$ cat src/rtl/multiplicador_secuencial.sv
// rtl/multiplicador_secuencial.sv - signed radix-2 Booth multiplier, one partial-product step per clock
module multiplicador_secuencial #(
  parameter int ANCHO = 8
) (
  input  logic                 clk,
  input  logic                 reset,
  input  logic                 iniciar,
  input  logic [ANCHO-1:0]     multiplicando,
  input  logic [ANCHO-1:0]     multiplicador,
  output logic [2*ANCHO-1:0]   producto,
  output logic                 ocupado,
  output logic                 listo
);

  localparam int              CW     = (ANCHO > 1) ? $clog2(ANCHO) : 1;
  localparam logic [CW-1:0]   ULTIMO = CW'(ANCHO - 1);

  localparam logic [1:0] IDLE = 2'd0;
  localparam logic [1:0] CALC = 2'd1;
  localparam logic [1:0] FIN  = 2'd2;

  logic [1:0]       estado;
  logic [CW-1:0]    contador;
  logic [ANCHO:0]   acumulador;
  logic [ANCHO-1:0] q;
  logic             q_menos1;
  logic [ANCHO-1:0] a_reg;

  logic [ANCHO:0]   a_ext;
  logic [ANCHO:0]   suma;

  // One extra accumulator bit so that subtracting the most-negative A cannot overflow.
  always_comb begin
    a_ext = {a_reg[ANCHO-1], a_reg};
    case ({q[0], q_menos1})
      2'b01:   suma = acumulador + a_ext;
      2'b10:   suma = acumulador - a_ext;
      default: suma = acumulador;
    endcase
  end

  assign ocupado = (estado == CALC) || (estado == FIN);

  always_ff @(posedge clk or posedge reset) begin
    if (reset) begin
      estado     <= IDLE;
      contador   <= '0;
      acumulador <= '0;
      q          <= '0;
      q_menos1   <= 1'b0;
      a_reg      <= '0;
      producto   <= '0;
      listo      <= 1'b0;
    end else begin
      listo <= 1'b0;
      case (estado)
        IDLE: begin
          if (iniciar) begin
            a_reg      <= multiplicando;
            q          <= multiplicador;
            q_menos1   <= 1'b0;
            acumulador <= '0;
            contador   <= '0;
            estado     <= CALC;
          end
        end
        CALC: begin
          // Arithmetic shift of {acumulador, q, q_menos1} right by one.
          acumulador <= {suma[ANCHO], suma[ANCHO:1]};
          q          <= {suma[0], q[ANCHO-1:1]};
          q_menos1   <= q[0];
          contador   <= contador + CW'(1);
          if (contador == ULTIMO) begin
            estado <= FIN;
          end
        end
        FIN: begin
          producto <= {acumulador[ANCHO-1:0], q};
          listo    <= 1'b1;
          estado   <= IDLE;
        end
        default: begin
          estado <= IDLE;
        end
      endcase
    end
  end

endmodule

$ cat config.mk
export PLATFORM = sky130hd
export DESIGN_NAME = multiplicador_secuencial
export DESIGN_NICKNAME = d
export VERILOG_FILES = /design/src/rtl/multiplicador_secuencial.sv
export SDC_FILE = /design/constraint.sdc
export NUM_CORES = 1
export LEC_CHECK = 0
export BUFFER_PORTS_ARGS = -buffer_cell sky130_fd_sc_hd__buf_4
export CORE_MARGIN = 1
export CORE_UTILIZATION = 60
export DETAILED_ROUTE_END_ITERATION = 8
export PLACE_DENSITY = 0.89
export SYNTH_ARGS = -nofsm -noshare
export SYNTH_HDL_FRONTEND = slang
export SYNTH_SLANG_ARGS = --single-unit
$ cat constraint.sdc
create_clock -name clk -period 3.66 [get_ports clk]
set_input_delay 0 -clock clk [delete_from_list [all_inputs] [get_ports clk]]
set_output_delay 0 -clock clk [all_outputs]
set_load 0.02 [all_outputs]
==> impl_metrics.ini, run 1 <==
[hold_path]
hold_depth = 3
hold-path-endpoint = estado[0]$_DFFE_PP0P_
min-delay-path-class = primary input to flop
hp-start = iniciar

[placement]
placed_cells = 305
dp_slack_ps = 834.7
gp_congestion = 0.8547
portBuffers = 36
hpwl_um = 3659

[global_routing]
track_usage_pct = 26.64
antenna_found_initial = 0
grt_pass1_wl_um = 8659
grt_start_max_net_pins = 48
grt_overflow = 0
first_global_vias = 1868

[power]
power_density_mw_per_mm2 = 992.8
power_frac_clock_pct = 10.7
power.internal_mw = 1.636
p_seq_share_pct = 30.6
vdd_drop_max_mv = 0.5178
p_comb_share_pct = 58.7
p_sw_mw = 1.347
power_mw = 2.984
swShare_pct = 45.16
p_leak_nw = 1.441

[critical_path]
critPathCaptureType = flop
worst-endpoint-arrival_ps = 3130
reg2regPathDepth = 10
critPathLaunchType = flop
path_max_fanout = 9
required_ps = 3870
r2r-start = q_menos1$_DFFE_PP0P_
rr_endpoint = acumulador[7]$_DFFE_PP0P_
crit_type = flop to flop
r2r_slack_ps = 740
crit_start = q_menos1$_DFFE_PP0P_

[synthesis]
synth_area_per_cell_um2 = 10.95
synth.most_common_cell = dfrtp_1
async_flop_share_pct = 100.0
yosysUniqueCellTypes = 35
synth_edf_count = 0
synth_top_family_by_area = multiplexers
synth_compound_area_share_pct = 13.42
ys_seq_elements = 47
synthCells = 229
synth_area_mm2 = 0.002509
synth_area_leaders = dfrtp_1 47%, mux2_2 11%, ha_1 7.5%
synthSimpleGateAreaFrac_pct = 9.177
synth_top_area_share_pct = 46.88
synth_ff_type = dfrtp_1
synth_nets = 264
synth_xor_area_share_pct = 3.142
synthAdderAreaFrac_pct = 8.279
synth.area.mux_share_pct = 14.41
yosysWarnings = 0
synthTopCellsByCount = 47 x dfrtp_1, 25 x mux2_2, 19 x nand2_1, 16 x a21oi_1, 15 x ha_1
ys_seq_area_share_pct = 46.88
synth_largest_area_cell = dfrtp_1

[drt]
drt-vias-per-instance = 5.872
drt_pass1_iterations = 4
remaining_drc_errors = 0
drt_wl_total_um = 5393
wl_per_cell_um = 16.49
drtIter0Drc = 114
vias = 1920
drtAntennaViolNets = 0

[timing]
slew_headroom_pct = 18.34
setup_ws_ps = 739.5
rsz0062_at_grt = no
fin_crit_ps = 2921
whs_ps = -2.502
drv_slew = 0
setup_tns_ps = 0
final-hold-violation-count = 1
clock_skew_ps = 15.51
finalSetupViolations = 0
worstMarginPinSlew_ps = 1218
min_period_over_period_pct = 79.80
max_freq_mhz = 342.4

[flow_run]
maxCapViolations = 0

[floorplan]
num_rows = 23
die_width_um = 66.66
die_area_mm2 = 0.004444
io_pins = 37
initial_utilization_pct = 62.72
die_h_um = 66.66
core-area_mm2 = 0.004000

[layout]
drive_above_1_share_pct = 27.44
syn2layout_area_growth_pct = 19.80
diodes = 0
top_register = producto
largest_reg_flops = 16
final_cell_count_no_fill = 327
num-fill-cells = 262
nets = 311

[run_status]
run_status = finished, violations left
violations = negative hold slack

[clock_tree]
h-tree-depth = 2
cts_buffers = 5
cts_resized = 0
cts_tree = yes
cts_setup_buffers = 0
clkTransAtPathRegs_ps = 100
clkSinkCount = 47
clock_latency_ps = 320
root_buffer = clkbuf_8
cts_buffer_depth = 2
cell families (layout without fill, tap and decap cells):
kind of cell / after synthesis / in the layout
compound gates: 53 / 53
simple gates: 48 / 48
flops: 47 / 47
mux: 33 / 33
buf+inv: 23 / 71
fa+ha+maj: 16 / 16
xor+xnor: 9 / 9
worst max-delay path by stage:
stage / end / cells past startpoint
floorplan: acumulador[7]$_DFFE_PP0P_ / 11
global route: acumulador[7]$_DFFE_PP0P_ / 10
global placement: acumulador[7]$_DFFE_PP0P_ / 10
CTS: acumulador[7]$_DFFE_PP0P_ / 10
detailed placement: acumulador[7]$_DFFE_PP0P_ / 10
finish: acumulador[7]$_DFFE_PP0P_ / 10
per-stage QoR:
stage | cell area, um2 | utilization [%]
after global placement | 2776 | 69.41
after global routing | 3005 | 75.13
after detailed placement | 2776 | 69.41
final | 3005 | 75.13
after CTS | 3005 | 75.13
after floorplan | 2509 | -
cell usage in the layout (no fill, tap or decap), types with 2 or more instances in the layout:
| cell | netlist | final |
|---|---|---|
| dfrtp_1 | 47 | 47 |
| buf_4 | 1 | 36 |
| mux2_2 | 25 | 25 |
| nand2_1 | 19 | 19 |
| a21oi_1 | 16 | 16 |
| ha_1 | 15 | 15 |
| o21ai_0 | 14 | 14 |
| dlygate4sd3_1 | 0 | 14 |
| inv_1 | 13 | 12 |
| nor2_1 | 10 | 10 |
| mux2i_1 | 8 | 8 |
| xnor2_1 | 8 | 8 |
| a22o_1 | 6 | 6 |
| nor3_1 | 6 | 6 |
| o31ai_1 | 5 | 5 |
| clkbuf_8 | 1 | 5 |
| nand2b_1 | 4 | 4 |
| nor2b_1 | 3 | 3 |
| a211oi_1 | 3 | 3 |
| o21a_1 | 3 | 3 |
| a32oi_1 | 2 | 2 |
| clkinvlp_4 | 0 | 2 |
metal layers:
metal / wire (um) / part of all wire (%) / track usage [%] / vias to the layer above
li1: - / - / - / 903
met5: 0 / 0 / 0 / -
met2: 2784 / 52 / 43.81 / 58
met4: 173 / 3.2 / 12.23 / 0
met1: 2217 / 41 / 32.63 / 940
met3: 218 / 4.0 / 6.678 / 19
area by class of cell:
cell class                      count  area [um2]  share of cell area (%)
Inverter                           13       48.80                   1.624
Sequential cell                    47        1176                   39.13
Clock buffer                        5       68.82                   2.290
Clock inverter                      3       20.02                  0.6661
Tap cell                           50       62.56                   2.082
Multi-Input combinational cell    159        1219                   40.55
Timing Repair Buffer               50       410.4                   13.66
repair_timing:
| action | in CTS | in global routing |
|---|---|---|
| hold buffers | 14 | 0 |
| endpoints found under the hold margin | 60 | 0 |
| setup endpoints to repair | 0 | 0 |
power by group through the flow:
| stage | Sequential [mW] | Clock [mW] | Combinational (mW) |
|---|---|---|---|
| 3_3_place_gp | 0.901 | 0 | 1.58 |
| 5_1_grt | 0.939 | 0.339 | 1.91 |
| 2_1_floorplan | 0.946 | 0 | 1.26 |
| 3_5_place_dp | 0.919 | 0 | 1.69 |
| 6_report | 0.912 | 0.319 | 1.75 |
| 4_1_cts | 0.908 | 0.321 | 1.72 |
worst max-delay path: stages, from the launching register on:
cell and delay [ps]:
dfrtp_1 400, inv_1 60, ha_1 330, mux2_2 410
fa_1 450, nand2b_1 190, a21oi_1 240, o21ai_0 160
xnor2_1 240, o31ai_1 100, a22o_1 220
(Power assumes the default switching activity.)
==> inputs of run 2 (changes only) <==
- CORE_UTILIZATION: 60 -> 57
- PLACE_DENSITY: 0.89 -> 0.86
- clock period: 3.66 -> 2.99 ns (I/O delays scaled with it)
==> impl_metrics.ini, run 2 (synthesis results as in run 1) <==
[floorplan]
die_h_um = 68.34
core-area_mm2 = 0.004115
die_area_mm2 = 0.004670
num_rows = 23
initial_utilization_pct = 60.96
io_pins = 37
die_width_um = 68.34

[layout]
top_register = producto
syn2layout_area_growth_pct = 20.80
diodes = 0
final_cell_count_no_fill = 329
multiInputGateArea_mm2 = 0.001219
final_cell_mix = 47 x dfrtp_1, 38 x buf_4, 25 x mux2_2
nets = 313
drive_above_1_share_pct = 27.96
largest_reg_flops = 16
layout_commonest_cell = dfrtp_1
num-fill-cells = 307
design_area_mm2 = 0.003030
seqCellArea_mm2 = 0.001176

[timing]
rsz0062_at_grt = no
final-hold-violation-count = 1
slew_headroom_pct = 37.13
min_period_over_period_pct = 89.97
worstMarginPinSlew_ps = 941.7
drv_slew = 0
finalSetupViolations = 0
clock_skew_ps = 11.47
max_freq_mhz = 371.7
setup_tns_ps = 0
fin_crit_ps = 2690
whs_ps = -0.5140

[global_routing]
track_usage_pct = 22.79
grt_overflow = 0
first_global_vias = 1821
antenna_found_initial = 0
grt_start_max_net_pins = 48
grt_pass1_wl_um = 7755

[drt]
wl_per_cell_um = 14.42
drt_wl_total_um = 4745
drt_pass1_iterations = 4
remaining_drc_errors = 0
vias = 1842
drtIter0Drc = 107
drtAntennaViolNets = 0
drt-vias-per-instance = 5.599

[placement]
portBuffers = 36
placed_cells = 307
postPlaceCellArea_mm2 = 0.002791
gp_congestion = 0.8297
hpwl_um = 3275

[run_status]
run_status = finished, violations left
violations = negative hold slack

[critical_path]
slowest_delay_ps = 420
critPathCaptureType = flop
crit_type = flop to flop
required_ps = 3200
cp_slowest_cell = fa_1
path_max_fanout = 5
worst-endpoint-arrival_ps = 2900
worstPathCellList = inv_1, ha_1, mux2_2, fa_1, nand2b_1, a21oi_1, o21ai_0, xnor2_1, o31ai_1, a22o_1
critPathLaunchType = flop

[clock_tree]
root_buffer = clkbuf_8
cts_buffers = 5
clkTransAtPathRegs_ps = 90
clock_latency_ps = 310
h-tree-depth = 2
clkSinkCount = 47
cts_tree = yes
cts_buffer_depth = 2
cts_resized = 0

[power]
p_seq_share_pct = 30.9
power_frac_clock_pct = 11.4
p_leak_nw = 1.458
p_comb_share_pct = 57.6
power.internal_mw = 2.035
vdd_drop_max_mv = 0.6921
power_density_mw_per_mm2 = 1177
p_sw_mw = 1.531
swShare_pct = 42.94

[flow_run]
maxCapViolations = 0

[hold_path]
min-delay-path-class = primary input to flop
==> run 2: path summary, 6_finish.rpt <==
path	start	endpoint	slack, ps	depth (start not counted)
max	a_reg[0]$_DFFE_PP0P_	acumulador[7]$_DFFE_PP0P_	300	10
max in group asynchronous	reset	producto[9]$_DFFE_PP0P_	1940	3
min in group asynchronous	reset	producto[4]$_DFFE_PP0P_	450	3
min	iniciar	estado[0]$_DFFE_PP0P_	-0.5	3
min reg2reg	producto[7]$_DFFE_PP0P_	producto[7]$_DFFE_PP0P_	510	1
max reg2reg	a_reg[0]$_DFFE_PP0P_	acumulador[7]$_DFFE_PP0P_	300	10
==> run 2: layout make-up <==
type	count	area share [%]
Tap cell	50	2.064
Clock inverter	2	0.5367
Sequential cell	47	38.81
Clock buffer	6	2.725
Timing Repair Buffer	52	14.04
Multi-Input combinational cell	159	40.21
Inverter	13	1.610
==> run 2: per-stage QoR <==
stage / utilization, % / hold slack (ps) / total power [mW] / setup slack (ps)
5_1_grt: 73.64 / 17.58 / 3.899 / 130.4
4_1_cts: 73.64 / 1.319 / 3.576 / 319.4
3_5_place_dp: 67.83 / 239.0 / 3.129 / 376.3
2_1_floorplan: - / 150.5 / 2.703 / 544.2
6_report: 73.64 / -0.5140 / 3.566 / 300.0
3_3_place_gp: 67.83 / 233.7 / 3.053 / 458.9
==> run 2: critical path, delay by kind of cell, from the launching register on <==
kind,cells,cell delay [ps]
mux,1,290
flops,1,400
simple gates,1,180
compound gates,4,730
fa+ha+maj,2,700
xor+xnor,1,230
buf+inv,1,60
==> run 2: repair_timing <==
item                                    in CTS  in global routing
endpoints found under the hold margin       60                  0
endpoints found under the setup margin       0                  0
setup buffers                                0                  0
hold buffers                                14                  0
==> run 2: per-layer routing <==
layer | up-vias | wire, um | part of all wire [%] | track usage, %
li1 | 899 | - | - | -
met1 | 884 | 2069 | 44 | 27.89
met2 | 42 | 2330 | 49 | 36.15
met3 | 17 | 174 | 3.7 | 5.667
met4 | 0 | 171 | 3.6 | 13.28
met5 | - | 0 | 0 | 0
==> run 2: power by group through the flow <==
stage          combinational (mW)  sequential, mW  clock [mW]
2_1_floorplan                1.55            1.16           0
3_3_place_gp                 1.95            1.10           0
3_5_place_dp                 2.01            1.12           0
4_1_cts                      2.06            1.10       0.417
5_1_grt                      2.32            1.14       0.438
6_report                     2.06            1.10       0.407
